**src/rtl/sys_array_pkg.sv**
```systemverilog
// Shared types and helpers for the systolic-array loader front end.
package sys_array_pkg;

  typedef enum logic [2:0] {
    LoadW,
    LoadA,
    Params,
    Start,
    Wait,
    Done
  } loader_state_e;

  // Element index wide enough for the larger of the two matrices.
  function automatic int unsigned idx_w(input int unsigned w_elems, input int unsigned a_elems);
    int unsigned m;
    m = (w_elems > a_elems) ? w_elems : a_elems;
    return $clog2(m + 1);
  endfunction

endpackage

```
**src/rtl/sys_array_matrix_buf.sv**
```systemverilog
// Register buffer for one matrix, written one element at a time in row-major order.
module sys_array_matrix_buf #(
  parameter int unsigned DATA_WIDTH = 8,
  parameter int unsigned ROWS       = 2,
  parameter int unsigned COLS       = 5,
  parameter int unsigned IDX_W      = 4
) (
  input  logic                            clk,
  input  logic                            reset_n,
  input  logic                            wr_en,
  input  logic [IDX_W-1:0]                wr_idx,
  input  logic [DATA_WIDTH-1:0]           wr_data,
  output logic [ROWS*COLS*DATA_WIDTH-1:0] mat
);

  localparam int unsigned N = ROWS * COLS;

  logic [DATA_WIDTH-1:0] mem_q [N];

  always_ff @(posedge clk or negedge reset_n) begin
    if (!reset_n) begin
      for (int unsigned i = 0; i < N; i++) mem_q[i] <= '0;
    end else if (wr_en) begin
      for (int unsigned i = 0; i < N; i++) begin
        if (wr_idx == IDX_W'(i)) mem_q[i] <= wr_data;
      end
    end
  end

  // Element [0][0] sits in the most significant slot of the packed output.
  always_comb begin
    mat = '0;
    for (int unsigned i = 0; i < N; i++) begin
      mat[(N-1-i)*DATA_WIDTH +: DATA_WIDTH] = mem_q[i];
    end
  end

endmodule

```
**src/rtl/sys_array_loader.sv**
```systemverilog
// Streams W and A into register buffers and sequences the fetcher (params, start, drain, done).
module sys_array_loader
  import sys_array_pkg::*;
#(
  parameter int unsigned DATA_WIDTH = 8,
  parameter int unsigned ARRAY_W_W  = 2,
  parameter int unsigned ARRAY_W_L  = 5,
  parameter int unsigned ARRAY_A_W  = 5,
  parameter int unsigned ARRAY_A_L  = 2,
  parameter int unsigned DRAIN_CYC  = 16
) (
  input  logic                                        clk,
  input  logic                                        reset_n,
  input  logic                                        in_valid,
  input  logic [DATA_WIDTH-1:0]                       in_data,
  output logic                                        in_ready,
  input  logic                                        keep_w,
  input  logic                                        fetch_ready,
  output logic                                        load_params,
  output logic                                        start_comp,
  output logic [ARRAY_W_W*ARRAY_W_L*DATA_WIDTH-1:0]   input_data_w,
  output logic [ARRAY_A_W*ARRAY_A_L*DATA_WIDTH-1:0]   input_data_b,
  output logic                                        busy,
  output logic                                        done
);

  localparam int unsigned WN   = ARRAY_W_W * ARRAY_W_L;
  localparam int unsigned AN   = ARRAY_A_W * ARRAY_A_L;
  localparam int unsigned IdxW = idx_w(WN, AN);
  localparam int unsigned CntW = $clog2(DRAIN_CYC + 1);

  loader_state_e   state_q, state_d;
  logic [IdxW-1:0] idx_q, idx_d;
  logic [CntW-1:0] wait_q, wait_d, wait_inc;
  logic            reused_q, reused_d;
  logic            busy_q, busy_d;
  logic            run_q;
  logic            xfer;

  // run_q keeps in_ready low while reset is held and for the release cycle.
  assign in_ready = run_q & ((state_q == LoadW) | (state_q == LoadA));
  assign xfer     = in_valid & in_ready;
  assign busy     = busy_q;
  assign wait_inc = (wait_q == CntW'(DRAIN_CYC)) ? wait_q : wait_q + 1'b1;

  always_comb begin
    state_d     = state_q;
    idx_d       = idx_q;
    wait_d      = wait_q;
    reused_d    = reused_q;
    busy_d      = busy_q;
    load_params = 1'b0;
    start_comp  = 1'b0;
    done        = 1'b0;
    unique case (state_q)
      LoadW: begin
        if (xfer) begin
          busy_d = 1'b1;
          if (idx_q == IdxW'(WN - 1)) begin
            idx_d   = '0;
            state_d = LoadA;
          end else begin
            idx_d = idx_q + 1'b1;
          end
        end
      end
      LoadA: begin
        if (xfer) begin
          busy_d = 1'b1;
          if (idx_q == IdxW'(AN - 1)) begin
            idx_d   = '0;
            state_d = reused_q ? Start : Params;
          end else begin
            idx_d = idx_q + 1'b1;
          end
        end
      end
      Params: begin
        load_params = 1'b1;
        state_d     = Start;
      end
      Start: begin
        start_comp = 1'b1;
        wait_d     = '0;
        state_d    = Wait;
      end
      // Exit on the edge where the count reaches DRAIN_CYC, giving DRAIN_CYC cycles in Wait.
      Wait: begin
        wait_d = wait_inc;
        if (wait_inc == CntW'(DRAIN_CYC) && fetch_ready) state_d = Done;
      end
      Done: begin
        done     = 1'b1;
        busy_d   = 1'b0;
        idx_d    = '0;
        reused_d = keep_w;
        state_d  = keep_w ? LoadA : LoadW;
      end
      default: state_d = LoadW;
    endcase
  end

  always_ff @(posedge clk or negedge reset_n) begin
    if (!reset_n) begin
      state_q  <= LoadW;
      idx_q    <= '0;
      wait_q   <= '0;
      reused_q <= 1'b0;
      busy_q   <= 1'b0;
      run_q    <= 1'b0;
    end else begin
      state_q  <= state_d;
      idx_q    <= idx_d;
      wait_q   <= wait_d;
      reused_q <= reused_d;
      busy_q   <= busy_d;
      run_q    <= 1'b1;
    end
  end

  sys_array_matrix_buf #(
    .DATA_WIDTH(DATA_WIDTH),
    .ROWS      (ARRAY_W_W),
    .COLS      (ARRAY_W_L),
    .IDX_W     (IdxW)
  ) u_buf_w (
    .clk    (clk),
    .reset_n(reset_n),
    .wr_en  (xfer && (state_q == LoadW)),
    .wr_idx (idx_q),
    .wr_data(in_data),
    .mat    (input_data_w)
  );

  sys_array_matrix_buf #(
    .DATA_WIDTH(DATA_WIDTH),
    .ROWS      (ARRAY_A_W),
    .COLS      (ARRAY_A_L),
    .IDX_W     (IdxW)
  ) u_buf_a (
    .clk    (clk),
    .reset_n(reset_n),
    .wr_en  (xfer && (state_q == LoadA)),
    .wr_idx (idx_q),
    .wr_data(in_data),
    .mat    (input_data_b)
  );

endmodule

```
**config.mk**
```make
export PLATFORM = sky130hd
export DESIGN_NAME = sys_array_loader
export DESIGN_NICKNAME = d
export VERILOG_FILES = /design/src/rtl/sys_array_pkg.sv /design/src/rtl/sys_array_matrix_buf.sv /design/src/rtl/sys_array_loader.sv
export SDC_FILE = /design/constraint.sdc
export NUM_CORES = 1
export LEC_CHECK = 0
export ABC_CLOCK_PERIOD_IN_PS = 5150
export BUFFER_PORTS_ARGS = -buffer_cell sky130_fd_sc_hd__buf_2
export CAP_MARGIN = 5
export CELL_PAD_IN_SITES_DETAIL_PLACEMENT = 1
export CELL_PAD_IN_SITES_GLOBAL_PLACEMENT = 2
export CORE_MARGIN = 4
export CORE_UTILIZATION = 39
export DETAILED_ROUTE_END_ITERATION = 6
export PLACE_DENSITY = 0.92
export SLEW_MARGIN = 0
export SYNTH_ARGS = -nofsm -noshare
export SYNTH_HDL_FRONTEND = slang
export SYNTH_SLANG_ARGS = --single-unit
```
**constraint.sdc**
```tcl
create_clock -name clk -period 5.15 [get_ports clk]
set_input_delay 0.2575 -clock clk [delete_from_list [all_inputs] [get_ports clk]]
set_output_delay 0.2575 -clock clk [all_outputs]
set_load 0.005 [all_outputs]
```
# Yosys cells after proc, flatten, opt, wreduce, memory -nomap -nowiden
# Index checks and enable logic that the tools add are counted.
# W data, S select, Z words.
[totals]
register_bits = 175
elab_cells = 101
[op_classes]
mux = 18
reduce_logical = 30
add_sub_neg = 2
n_eq_ne = 22
bitwise = 3
[op_table]
columns = ["op", "count"]
rows = [
  ["$reduce_and A2 Y1", 21],
  ["$pmux W3 S6", 1],
  ["$eq A4 B3 Y1 const B", 4],
  ["$mux W3", 5],
  ["$eq A5 B5 Y1 const B", 2],
  ["$pmux W5 S2", 1],
  ["$eq A4 B2 Y1 const B", 2],
  ["$eq A4 B4 Y1 const B", 2],
  ["$mux W4", 2],
  ["$pmux W4 S2", 1],
  ["$eq A3 B2 Y1 const B", 2],
  ["$eq A3 B3 Y1 const B", 2],
  ["$mux W1", 6],
  ["$ne A2 B1 Y1 const B", 3],
  ["$ne A2 B2 Y1 const B", 3],
  ["$add A5 B1 Y5 const B", 1],
  ["$mux W5", 1],
  ["$reduce_and A5 Y1", 1],
  ["$add A4 B1 Y4 const B", 1],
  ["$eq A4 B1 Y1 const B", 1],
  ["$logic_not A4 Y1", 1],
  ["$reduce_bool A2 Y1", 2],
  ["$eq A3 B1 Y1 const B", 1],
  ["$logic_and A1 B1 Y1", 3],
  ["other kinds (5)", 6],
]

# Longest topological paths before layout
[depth]
ltp_word = 6
depth_mapped = 7

# By module
# From an unflattened synthesis, not the netlist that was laid out.
[unflattened]
cells_unflattened = 479
area_unflattened_um2 = 7138.1
[modules_own_cells]
columns = ["module", "area_each_um2", "seq_area_each_um2", "cells_per_inst", "n_inst"]
rows = [
  ["sys_array_matrix_buf", 3080.5, 2001.9, 187, 2],
  ["sys_array_loader", 977.2, 375.4, 105, 1],
]

# Least setup slack after synthesis
# No wires, ideal clock.
[synth_timing]
path_kind = "register to register"
from = "register state_q[1]"
to = "register u_buf_a.mem_q (netlist bit u_buf_a.mat[24])"
arrival_ns = 1.707
setup_time_ns = 0.125
stages_incl_launch_ff = 7
slack_ns = 3.319
t_required_ns = 5.025
n_path_buf = 1
path_cell_list = "dfrtp_1 buf_2 nor2b_2 nor3b_2 nand2_1 nor2_2 mux2_2"
[synth_via]
elab_chain_len = 6
elab_cells_between_ends = 7
classes_between = "1 x eq/ne; 3 x bitwise; 3 x reduce/logical"
[synth_rtl]
columns = ["element", "line", "text"]
rows = [
  ["start, declared", "sys_array_loader.sv:32", "loader_state_e state_q, state_d;"],
  ["start signal, assigned", "sys_array_loader.sv:105", "state_q <= LoadW;"],
  ["start signal, assigned", "sys_array_loader.sv:112", "state_q <= state_d;"],
  ["$eq A3 B1 Y1 / $logic_not A3 Y1 (equally long branches)", "sys_array_loader.sv:41, sys_array_loader.sv:143", ""],
  ["$or A1 B1 Y1", "sys_array_loader.sv:41", "assign in_ready = run_q & ((state_q == LoadW) | (state_q == LoadA));"],
  ["$and A1 B1 Y1", "sys_array_loader.sv:41", ""],
  ["$and A1 B1 Y1", "sys_array_loader.sv:42", "assign xfer = in_valid & in_ready;"],
  ["$logic_and A1 B1 Y1 *", "sys_array_loader.sv:143", ".wr_en (xfer && (state_q == LoadA)),"],
  ["$reduce_and A2 Y1 (no line) *", "n/a", ""],
  ["end signal, assigned by index", "sys_array_matrix_buf.sv:25", "if (wr_idx == IDX_W'(i)) mem_q[i] <= wr_data;"],
  ["end, declared", "sys_array_matrix_buf.sv:18", "logic [DATA_WIDTH-1:0] mem_q [N];"],
]
# Every way passes the cells marked *; elsewhere a longest branch is shown, timed or not.
# A chain may end at the register's enable or synchronous reset.

# Worst setup path in the final report
[layout_timing]
from = "register idx_q[0]"
to = "register u_buf_a.mem_q (netlist bit u_buf_a.mat[3])"
[layout_via]
elab_chain_len = 2
[layout_rtl]
columns = ["element", "line", "text"]
rows = [
  ["start, declared", "sys_array_loader.sv:33", "logic [IdxW-1:0] idx_q, idx_d;"],
  ["start signal, assigned", "sys_array_loader.sv:113", "idx_q <= idx_d;"],
  ["$eq A4 B4 Y1", "sys_array_matrix_buf.sv:25", ""],
  ["$reduce_and A2 Y1 (no line)", "n/a", ""],
]
# Every way passes these cells.

==> flow_summary.json <==
{
  "status": "finished clean",
  "r2r_setup_slack_ps": 2740,
  "synth_top_cell_area_share_pct": 63.0,
  "route.detailed.drc": 0,
  "finalSetupViolCount": 0,
  "ioPinCount": 178,
  "diodes": 0,
  "fin_ws_ps": 2740,
  "maxCapViolations": 0,
  "drt-total-wl_mm": 19.2,
  "p_leak_nw": 4.64,
  "cts_buffer_depth": 2,
  "core-area_um2": 17400,
  "fin_crit_ps": 2410,
  "antenna_found_initial": 0,
  "grt_pass1_wl_mm": 29.9,
  "end_kind": "flop",
  "max_slew_margin_pct": 53.2,
  "syn_nets": 478,
  "track_usage_pct": 19.7,
  "ys_top_cells_by_area": "dfrtp_1 63%, mux2_2 26%, clkbuf_1 0.97%",
  "arrival_ps": 2710,
  "finalCritPeriodShare_pct": 46.8,
  "hold_class": "primary input to flop",
  "critPathKind": "flop to flop",
  "ys.flop_type": "dfrtp_1",
  "layout-drive-gt1-share_pct": 60.0,
  "numCtsBuffers": 17,
  "hold_violations": 0,
  "peakVddDrop_mv": 0.238,
  "cts.sinks": 175,
  "grt_max_degree": 79,
  "root_buffer": "clkbuf_16",
  "grt_pass1_vias": 4967,
  "gp_congestion": 0.780,
  "place_worst_setup_slack_ps": 2760,
  "syn_area_um2": 6950,
  "synth_seq_area_share_pct": 63.0,
  "chipWidth_um": 141,
  "yosysTopAreaCell": "dfrtp_1",
  "synth-seq-cells": 175,
  "fmax_ghz": 0.415,
  "overflow": 0,
  "nets": 655,
  "vias": 4523,
  "critPathMaxFanout": 14,
  "cts_tree": "yes",
  "worst_slew_pin_slew_ps": 701,
  "final_common_cell": "buf_2",
  "die_h_um": 141,
  "mostFrequentLayoutCells": "176 x buf_2, 175 x dfrtp_1, 162 x mux2_2",
  "fin_setup_tns_ps": 0,
  "port-buffer-count": 177,
  "cts-htree-levels": 4,
  "synthArstFlopShare_pct": 100,
  "via_per_inst": 5.16,
  "p_per_area_nw_per_um2": 473,
  "synth_edf_count": 0,
  "dr.first_iter.drc_count": 178,
  "synth_cells": 463,
  "start_util_pct": 40.0,
  "die-area_um2": 20000,
  "rsz0062_at_grt": "no",
  "clock_skew_ps": 9.40,
  "syn2layout_area_growth_pct": 24.3,
  "fill_cells": 1761,
  "ys_warn_count": 0,
  "rows": 48,
  "wire_per_inst_um": 21.9,
  "clk_pin_slew_ps": 70,
  "utilization_pct": 49.7,
  "setup.worst_path.start_class": "flop",
  "ant_nets": 0,
  "synth_cell_types": 41,
  "synth.avg_cell_area_um2": 15.0,
  "first_pass_iters": 4,
  "finalMaxSlewViolations": 0,
  "dp_hpwl_mm": 13.5,
  "clock_latency_ps": 420,
  "timing.hold.ws_ps": 103,
  "required_ps": 5450
}
-- final timing paths --
check,start,end,cells past startpoint
min in group asynchronous,reset_n,u_buf_w.mat[37],2
worst min-delay path,keep_w,reused_q,2
worst max register to register,idx_q[0],u_buf_a.mat[3],5
max in group asynchronous,reset_n,u_buf_a.mat[31],3
worst max-delay path,idx_q[0],u_buf_a.mat[3],5
worst min register to register,u_buf_w.mat[51],u_buf_w.mat[51],1
-- power breakdown --
part	switching (W)	internal, W
logic	0.000400	0.000503
clock network	0.000554	0.000701
registers	0.000210	0.00172
total	0.00116	0.00292
-- registers in the layout, indices dropped and copies added, names as in the netlist --
name and cells:
u_buf_w.mat 80, run_q 1, state_q 3, idx_q 4, reused_q 1, u_buf_a.mat 80
wait_q 5, busy 1
-- per-stage QoR --
step / area (µm²) / power, W / instances
after detailed placement: 8050 / 0.00287 / 845
after CTS: 8630 / 0.00414 / 877
after global routing: 8630 / 0.00431 / 877
final: 8630 / 0.00409 / 877
after floorplan: 6950 / 0.00234 / 463
after global placement: 8050 / 0.00281 / 845
-- critical path, stage by stage, from the launching register on --
cell	delay, ps
dfrtp_1	630
nor2b_1	310
nand4_1	150
nor3b_1	580
nand2_2	270
mux2_2	340
-- synthesized netlist by cell type, drive strengths merged, types with 2 or more instances --
library cell and count:
a21o 2, a21oi 4, and2 2, and3 3, buf 4, clkbuf 18, dfrtp 175, ha 2
inv 6, mux2 162, nand2 17, nand2b 2, nand3 9, nor2 15, nor2b 5, nor3 2
nor3b 5, o21ai 12, o31ai 4, xnor2 3
-- final cells by class --
| type | instances | area [µm²] | share of cell area (%) |
|---|---|---|---|
| clock inverter | 12 | 123 | 1.42 |
| clock buffer | 19 | 453 | 5.25 |
| tap | 225 | 282 | 3.26 |
| sequential | 175 | 4380 | 50.7 |
| multi-input combinational | 260 | 2460 | 28.5 |
| inverter | 6 | 22.5 | 0.261 |
| timing repair buffer | 180 | 917 | 10.6 |
-- repair_timing --
item,in CTS,in global routing
hold buffers,1,0
hold endpoints to repair,76,0
buffers inserted,0,0
gates resized for setup,0,0
-- routing by layer --
layer	routed length [µm]	GRT usage [%]
met1	7820	24.0
met2	9940	33.5
met3	1030	5.39
met4	412	7.17
met5	0	0
-- kinds of logic (layout without fill, tap and decap cells) --
| group | Yosys count | count (layout) | synth area share, % |
|---|---|---|---|
| AO/OA/AOI/OAI | 28 | 28 | 2.45 |
| multiplexers | 162 | 162 | 26.3 |
| AND/OR/NAND/NOR | 64 | 64 | 5.87 |
| XOR/XNOR | 3 | 3 | 0.378 |
| buffers and inverters | 28 | 217 | 1.58 |
| flip-flops | 175 | 175 | 63.0 |
| adder cells (fa/ha/maj) | 2 | 2 | 0.360 |
| other | 1 | 1 | 0.0540 |
No activity file was read; power rests on OpenSTA's default activity.
